<file path="src/rtl/mac_sequencer.sv">
// Sequencer driving an alu2 multiply-accumulate stage. Streams operand pairs in,
// issues REGA/REGB/MULT/ACC per pair, and reports the per-job accumulator delta.
module mac_sequencer #(
  parameter int DATA_WIDTH = 8,
  parameter int LEN_WIDTH  = 8
) (
  input  logic                      clk,
  input  logic                      a_reset_n,
  input  logic                      start,
  input  logic [LEN_WIDTH-1:0]      len,
  output logic                      busy,
  input  logic [DATA_WIDTH-1:0]     op_a,
  input  logic [DATA_WIDTH-1:0]     op_b,
  input  logic                      op_valid,
  output logic                      op_ready,
  output logic [3:0]                alu_opcode,
  output logic [DATA_WIDTH-1:0]     alu_data,
  input  logic [DATA_WIDTH-1:0]     alu_result,
  output logic [2*DATA_WIDTH-1:0]   res_data,
  output logic                      res_valid,
  input  logic                      res_ready
);

  localparam logic [3:0] OP_NOP   = 4'h0;
  localparam logic [3:0] OP_REGA  = 4'h1;
  localparam logic [3:0] OP_REGB  = 4'h2;
  localparam logic [3:0] OP_MULT  = 4'h3;
  localparam logic [3:0] OP_ACC   = 4'h4;
  localparam logic [3:0] OP_MSB   = 4'h5;
  localparam logic [3:0] OP_LSB   = 4'h6;
  localparam logic [3:0] OP_RESET = 4'h7;

  typedef enum logic [3:0] {
    S_IDLE,
    S_WAIT_OP,
    S_LD_A,
    S_LD_B,
    S_MULT,
    S_ACC,
    S_RD_MSB,
    S_RD_LSB,
    S_CAP_LSB,
    S_RESULT
  } state_t;

  state_t                    r_state;
  state_t                    w_state_next;
  logic [LEN_WIDTH-1:0]      r_count;
  logic [DATA_WIDTH-1:0]     r_a;
  logic [DATA_WIDTH-1:0]     r_b;
  logic [DATA_WIDTH-1:0]     r_msb;
  logic [2*DATA_WIDTH-1:0]   r_base;
  logic [2*DATA_WIDTH-1:0]   r_res_data;
  logic [2*DATA_WIDTH-1:0]   w_acc_now;

  // alu2 presents the LSB during CAP_LSB, completing the accumulator snapshot.
  assign w_acc_now = {r_msb, alu_result};
  assign res_data  = r_res_data;

  always_ff @(posedge clk or negedge a_reset_n) begin
    if (!a_reset_n) begin
      r_state <= S_IDLE;
    end else begin
      r_state <= w_state_next;
    end
  end

  // Outputs decode r_state and data registers only; inputs affect next state alone.
  always_comb begin
    w_state_next = r_state;
    alu_opcode   = OP_NOP;
    alu_data     = '0;
    busy         = 1'b1;
    op_ready     = 1'b0;
    res_valid    = 1'b0;
    case (r_state)
      S_IDLE: begin
        busy = 1'b0;
        if (start) begin
          w_state_next = (len == '0) ? S_RD_MSB : S_WAIT_OP;
        end
      end
      S_WAIT_OP: begin
        op_ready = 1'b1;
        if (op_valid) begin
          w_state_next = S_LD_A;
        end
      end
      S_LD_A: begin
        alu_opcode   = OP_REGA;
        alu_data     = r_a;
        w_state_next = S_LD_B;
      end
      S_LD_B: begin
        alu_opcode   = OP_REGB;
        alu_data     = r_b;
        w_state_next = S_MULT;
      end
      S_MULT: begin
        alu_opcode   = OP_MULT;
        w_state_next = S_ACC;
      end
      S_ACC: begin
        alu_opcode   = OP_ACC;
        w_state_next = (r_count == LEN_WIDTH'(1)) ? S_RD_MSB : S_WAIT_OP;
      end
      S_RD_MSB: begin
        alu_opcode   = OP_MSB;
        w_state_next = S_RD_LSB;
      end
      S_RD_LSB: begin
        alu_opcode   = OP_LSB;
        w_state_next = S_CAP_LSB;
      end
      S_CAP_LSB: begin
        alu_opcode   = OP_RESET;
        w_state_next = S_RESULT;
      end
      S_RESULT: begin
        res_valid = 1'b1;
        if (res_ready) begin
          w_state_next = S_IDLE;
        end
      end
      default: begin
        w_state_next = S_IDLE;
      end
    endcase
  end

  always_ff @(posedge clk or negedge a_reset_n) begin
    if (!a_reset_n) begin
      r_count    <= '0;
      r_a        <= '0;
      r_b        <= '0;
      r_msb      <= '0;
      r_base     <= '0;
      r_res_data <= '0;
    end else begin
      case (r_state)
        S_IDLE: begin
          if (start) begin
            r_count <= len;
          end
        end
        S_WAIT_OP: begin
          if (op_valid) begin
            r_a <= op_a;
            r_b <= op_b;
          end
        end
        S_ACC: begin
          r_count <= r_count - LEN_WIDTH'(1);
        end
        S_RD_LSB: begin
          r_msb <= alu_result;
        end
        S_CAP_LSB: begin
          // Accumulator is never cleared, so the job result is the delta from the last snapshot.
          r_res_data <= w_acc_now - r_base;
          r_base     <= w_acc_now;
        end
        default: begin
        end
      endcase
    end
  end

endmodule

</file>
<file path="config.mk">
export PLATFORM = sky130hd
export DESIGN_NAME = mac_sequencer
export DESIGN_NICKNAME = d
export VERILOG_FILES = /design/src/rtl/mac_sequencer.sv
export SDC_FILE = /design/constraint.sdc
export NUM_CORES = 1
export LEC_CHECK = 0
export ABC_AREA = 1
export BUFFER_PORTS_ARGS = -buffer_cell sky130_fd_sc_hd__buf_2
export CAP_MARGIN = 20
export CORE_MARGIN = 1
export CORE_UTILIZATION = 50
export DETAILED_ROUTE_END_ITERATION = 10
export HOLD_SLACK_MARGIN = 0.12
export PLACE_DENSITY = 0.7
export SETUP_SLACK_MARGIN = 0.5
export SYNTH_ARGS = -nofsm -noshare
export SYNTH_HDL_FRONTEND = slang
export SYNTH_SLANG_ARGS = --single-unit
</file>
<file path="constraint.sdc">
create_clock -name clk -period 3.3 [get_ports clk]
set_clock_uncertainty 0.2 [all_clocks]
set_input_delay 0.66 -clock clk [delete_from_list [all_inputs] [get_ports clk]]
set_output_delay 0.66 -clock clk [all_outputs]
set_load 0.01 [all_outputs]
</file>
==> results of run 1 <==
per-layer routing:
metal / part of all wire / up-vias / GRT usage / routed length [um]
li1: - / 1787 / - / -
met1: 0.47 / 1586 / 0.302 / 4190
met2: 0.46 / 90 / 0.375 / 4120
met3: 0.049 / 15 / 0.0378 / 439
met4: 0.019 / 0 / 0.0964 / 170
met5: 0 / - / 0 / 0
power groups by stage:
stage / Combinational (mW) / Clock, mW / Sequential, mW
global placement: 2.33 / 0 / 1.46
finish: 2.42 / 0.865 / 1.47
detailed placement: 2.39 / 0 / 1.48
CTS: 2.40 / 0.880 / 1.47
global route: 2.75 / 0.906 / 1.52
floorplan: 1.79 / 0 / 1.46
through the flow:
step	hold slack, ns	cells	util	total power [mW]	cell area, um^2
global route	0.216	698	0.613	5.18	4790
finish	0.139	698	0.613	4.75	4790
floorplan	0.164	518	-	3.26	4090
CTS	0.162	695	0.609	4.75	4760
global placement	0.260	678	0.576	3.79	4500
detailed placement	0.266	678	0.576	3.86	4500
logic make-up (layout without fill, tap and decap cells):
| group | count (synthesis) | in the layout | share of synthesized area |
|---|---|---|---|
| compound gates | 70 | 70 | 0.0984 |
| xor+xnor | 8 | 8 | 0.0171 |
| fa+ha+maj | 18 | 18 | 0.0569 |
| buf+inv | 97 | 175 | 0.101 |
| flops | 68 | 68 | 0.416 |
| mux | 16 | 16 | 0.0532 |
| other cells | 1 | 1 | 0.000916 |
| simple gates | 240 | 240 | 0.257 |
worst max-delay path by stage:
stage | endpoint | from | slack (ns) | depth (start not counted)
6_report | alu_opcode[1] | r_state[0] | 0.66 | 7
5_1_grt | alu_opcode[1] | r_state[0] | 0.51 | 7
4_1_cts | alu_opcode[1] | r_state[2] | 0.57 | 8
3_5_place_dp | alu_opcode[2] | r_state[0] | 0.70 | 6
3_3_place_gp | alu_opcode[2] | r_state[0] | 0.73 | 6
2_1_floorplan | res_data[8] | alu_result[0] | 0.99 | 10
synth_stat cells (2+ instances only):
master / n
a31oi_1: 3
inv_1: 81
mux2_2: 6
nand4_1: 3
o21ai_1: 8
o21ai_0: 37
or2_2: 2
dfrtp_1: 68
buf_6: 5
nand2_2: 4
nand2_1: 161
buf_2: 4
nand3_1: 25
o211ai_1: 2
mux2_4: 10
nor2_1: 26
xor2_1: 4
nor3_1: 6
a32o_1: 8
nand3b_1: 3
inv_2: 3
nand2_4: 2
nor2_4: 3
ha_1: 17
nor2_2: 2
xnor2_1: 4
a21oi_1: 11
layout make-up:
cell class                      count  area (um^2)  share of cell area
Clock inverter                      7          124              0.0259
Clock buffer                        9          124              0.0259
Tap cell                          102          128              0.0267
Sequential cell                    68         1700               0.356
Inverter                           86          330              0.0690
Multi-Input combinational cell    353         1980               0.414
Timing Repair Buffer               73          395              0.0826
flip-flops by register name, summed over array words and instances (netlist names):
signal    flops
r_base       16
r_msb         8
res_data     16
r_b           8
r_state       4
r_a           8
r_count       8
repair_timing:
action | 4_1_cts | 5_1_grt
hold buffers | 0 | 0
buffers inserted | 1 | 3
gates cloned | 0 | 0
pin swaps | 1 | 1
resized for setup | 1 | 2
endpoints found under the setup margin | 1 | 2
==> out/results.tsv, run 1 <==
stage	metric	value	unit
placed_design	DP Wirelength	6550	um
critical_path	worst path cell trace	nor2_4, inv_2, nor3_4, buf_4, nor2_1, nand2_1, buf_2	
pwr	Worst VDD drop	0.000513	V
grt	total track usage	0.230	
pwr	Seq pwr share	0.309	
die	DIE WIDTH	92.5	um
routing	number of DRC markers in iteration 0	115	
sta	final worst-path cycle share	0.801	
placed_design	pre-CTS WS	0.696	ns
grt	initial antenna violation count	0	
die	Initial Util	0.524	
critical_path	WP buf/inv	3	
critical_path	Startpoint Class	register	
logic_synthesis	Yosys reg bits	68	
cts	clk sink count	68	
pwr	Psw	2.02	mW
cts	Root Driver	clkbuf_8	
routing	drt drc	0	
routing	antenna viol nets, final	0	
flow_run	Max-Cap Viols	0	
sta	Max Clock Freq	0.378	GHz
routing	DR WL/cell	12.8	um
critical_path	FF-to-FF setup slack	1.20	ns
sta	Pins Over Slew Limit	0	
grt	vias in the first global route	3432	
sta	Setup violations, final	0	
logic_synthesis	post-synthesis instance total	518	
critical_path	R2R depth	9	
logic_synthesis	Synth top area share	0.416	
finish	Area Growth Syn to Fin	16.9	%
placed_design	I/O Buffers	66	
grt	GR Overflow Total	0	
die	core area	0.00781	mm^2
logic_synthesis	ranking of synthesized cells by area	dfrtp_1 42%, nand2_1 15%, inv_1 7.4%	
sta	RSZ-0062 raised after global routing	false	
finish	commonest non-fill, non-tap cells in the layout	161 x nand2_1, 81 x inv_1, 68 x dfrtp_1	
cts	Inserted Clock Buffers	9	
logic_synthesis	Post-synth EDFFs	0	
logic_synthesis	Seq/Total Area, Yosys	0.416	
critical_path	crit-path leading delay family	simple AND/OR/NAND/NOR gates	
routing	Routed WL	8920	um
finish	share of layout cells above drive strength 1	0.210	
cts	CTS Buffer Depth	2	
pwr	Int Power	2.73	mW
placed_design	GP Congestion	0.859	
cts	Reg clk slew, reported paths	0.08	ns
sta	relative max-transition margin	0.545	
pwr	Sw Share	0.426	
finish	commonest non-fill, non-tap cell in the layout	nand2_1	
logic_synthesis	Async SR Flop Fraction	1.00	
status	status	finished, final reports clean	
routing	Via Count	3478	
critical_path	CP peak stage delay	0.48	ns
routing	First-pass DRT Iterations	4	
sta	setup slack after layout	0.656	ns
cts	latest clock arrival within the worst-skew pair	0.35	ns
finish	nets	646	
logic_synthesis	ys flop type	dfrtp_1	
logic_synthesis	Yosys Warn Count	0	
logic_synthesis	syn_nets	573	
grt	largest net degree at the start of global routing	41	
logic_synthesis	Mapped Area	0.00409	mm^2
die	Cell Rows	32	
critical_path	critical path endpoint category	output port	
pwr	combinational share of power	0.509	
sta	endpoints failing hold	0	
critical_path	Worst Path Max Fanout	11	
pwr	pwr dens	993	mW/mm^2
logic_synthesis	count of cell types in the netlist	37	
pwr	power share of the clock group	0.182	
grt	first-pass GRT wire length	15600	um
cts	Max H-tree Level	3	
finish	ant diodes	0	
critical_path	Critical Path Slowest Stage Cell	dfrtp_1	
critical_path	Req. time, crit path	2.44	ns
pwr	leakage power total	2.57	nW
finish	fillers	724	
routing	Avg Vias per Cell	4.98	
logic_synthesis	Mapped Avg Cell Area	7.90	um^2
critical_path	reg2reg start	r_base[0]	
critical_path	data arrival time of the critical path	1.78	ns
sta	setup TNS	0	ns
logic_synthesis	area leader, netlist	dfrtp_1	
sta	Tmin final	2.64	ns
hold_path	worst hold-check path type	primary input to async pin	
die	top-level port count	68	
cts	TritonCTS clock tree	yes	
die	Die ar.	0.00855	mm^2
critical_path	FF-to-FF End	res_data[8]	
die	Die Height	92.5	um
sta	worst-margin pin slew	0.682	ns
critical_path	CP Class	register to output port	
No activity file was read; power rests on OpenSTA's default activity.
==> run 2, diff against run 1 <==
PLACE_DENSITY = 0.73   (was 0.7)
clock period = 2.25 ns   (was 3.3 ns; I/O delays follow)
==> run 2 against run 1 <==
Against the previous run: clock power increased by 69%; wire length increased by 22%; worst hold slack got worse by 0.014 ns; non-clock buffer count increased by 38; cell count increased by 5.7%; power increased by 74%; critical path depth decreased by 1; die area unchanged; critical path type unchanged; register-to-register slack got worse by 1.1 ns.
==> out/results.tsv, run 2 (synthesized netlist as in run 1, its figures left out) <==
stage	metric	value	unit
sta	final worst-path cycle share	0.993	
routing	Routed WL	10900	um
critical_path	Worst Setup SP	r_state[2]	
critical_path	R2R depth	12	
routing	Via Count	3898	
critical_path	data arrival time of the critical path	1.58	ns
cts	TritonCTS clock tree	yes	
critical_path	Req. time, crit path	1.60	ns
grt	GR Overflow Total	0	
routing	DR WL/cell	14.8	um
pwr	Worst VDD drop	0.000828	V
pwr	Int Power	4.83	mW
routing	First-pass DRT Iterations	5	
sta	Pins Over Slew Limit	0	
grt	initial antenna violation count	0	
cts	clk sink count	68	
critical_path	FF-to-FF setup slack	0.08	ns
flow_run	Max-Cap Viols	0	
cts	CTS Buffer Depth	2	
sta	RSZ-0062 raised after global routing	true	
critical_path	Worst Path Max Fanout	4	
pwr	Seq pwr share	0.269	
sta	Setup violations, final	0	
critical_path	CP Class	register to output port	
sta	setup TNS	0	ns
routing	number of DRC markers in iteration 0	139	
routing	Avg Vias per Cell	5.28	
grt	largest net degree at the start of global routing	69	
grt	total track usage	0.249	
cts	Max H-tree Level	3	
cts	Root Driver	clkbuf_8	
routing	drt drc	0	
finish	commonest non-fill, non-tap cell in the layout	nand2_1	
die	DIE WIDTH	92.5	um
grt	vias in the first global route	3704	
finish	nets	686	
finish	Area Growth Syn to Fin	40.0	%
die	core area	0.00781	mm^2
hold_path	Hold Crit Depth	2	
pwr	Sw Share	0.416	
sta	endpoints failing hold	0	
placed_design	DP Wirelength	6570	um
critical_path	critical path endpoint category	output port	
grt	first-pass GRT wire length	16700	um
finish	commonest non-fill, non-tap cells in the layout	136 x nand2_1, 75 x inv_1, 66 x dfrtp_1	
die	top-level port count	68	
placed_design	I/O Buffers	66	
finish	share of layout cells above drive strength 1	0.355	
critical_path	Startpoint Class	register	
critical_path	reg2reg start	r_state[1]	
finish	fin util	0.734	
die	Initial Util	0.524	
sta	Max Clock Freq	0.448	GHz
pwr	Psw	3.44	mW
cts	latest clock arrival within the worst-skew pair	0.36	ns
pwr	power share of the clock group	0.177	
status	status	finished, final reports clean	
finish	ant diodes	0	
routing	antenna viol nets, final	0	
pwr	combinational share of power	0.555	
hold_path	Hold EP	r_a[4]	
pwr	leakage power total	2.98	nW
die	Die Height	92.5	um
pwr	pwr dens	1440	mW/mm^2
sta	Tmin final	2.23	ns
hold_path	hold_sp	op_a[4]	
die	Cell Rows	32	
cts	Inserted Clock Buffers	9	
hold_path	worst hold-check path type	primary input to register	
placed_design	GP Congestion	0.855	
cts	Reg clk slew, reported paths	0.07	ns
critical_path	FF-to-FF End	res_data[11]	
die	Die ar.	0.00855	mm^2
-- run 2: cell count changes in the layout (fill, tap and decap cells not counted), moves of 11 or more --
cell,change
nand2_1,-25
o21ai_0,-23
nand2_2,+19
o21ai_2,+16
buf_4,+12
buf_6,+11
-- run 2: metrics by stage --
stage	instances	total power, mW	instance area (um^2)	setup WS (ns)	hold slack (ns)
finish	738	8.27	5730	0.0167	0.125
global route	738	8.88	5730	-0.0673	0.125
CTS	727	7.72	5350	0.0527	0.120
detailed placement	682	5.83	4640	0.0936	0.262
global placement	682	5.69	4640	0.124	0.260
floorplan	518	4.89	4210	0.353	-0.0456
-- run 2: how the worst max path moves through the flow --
stage                          to  slack [ns]
floorplan             res_data[8]        0.35
global placement      res_data[8]        0.12
detailed placement    res_data[8]        0.09
CTS                   alu_data[3]        0.05
global route        alu_opcode[0]       -0.07
finish                alu_data[7]        0.02
-- run 2: area by class of cell --
type,count,area (um^2)
inverters,86,339
flip-flops and latches,68,1700
clock buffers,9,124
multi-input cells,355,2330
clock inverters,7,163
repair buffers,111,937
fillers,547,2080
well taps,102,128
-- run 2: power groups by stage --
stage	clock network, mW	logic (mW)	registers (mW)
3_5_place_dp	0	3.64	2.19
5_1_grt	1.52	5.08	2.28
4_1_cts	1.47	4.06	2.19
6_report	1.46	4.59	2.22
2_1_floorplan	0	2.73	2.16
3_3_place_gp	0	3.54	2.16
-- run 2: per-layer routing --
metal  part of all wire  GRT usage
met1               0.41      0.303
met2               0.50      0.436
met3              0.047     0.0361
met4              0.036      0.109
met5                  0          0
-- run 2: what timing repair did --
action | CTS | global route
endpoints found under the hold margin | 72 | 0
endpoints found under the setup margin | 49 | 69
setup buffers | 20 | 7
hold buffers | 5 | 0
cloned | 4 | 4
pin swaps | 12 | 15
resized for setup | 42 | 78
-- run 2: worst max-delay path: stages (launching register included) --
cell and delay [ns]:
dfrtp_2 0.47, nor2_4 0.18, inv_4 0.06, nor2_4 0.12, buf_6 0.13, a32o_1 0.13, buf_2 0.13
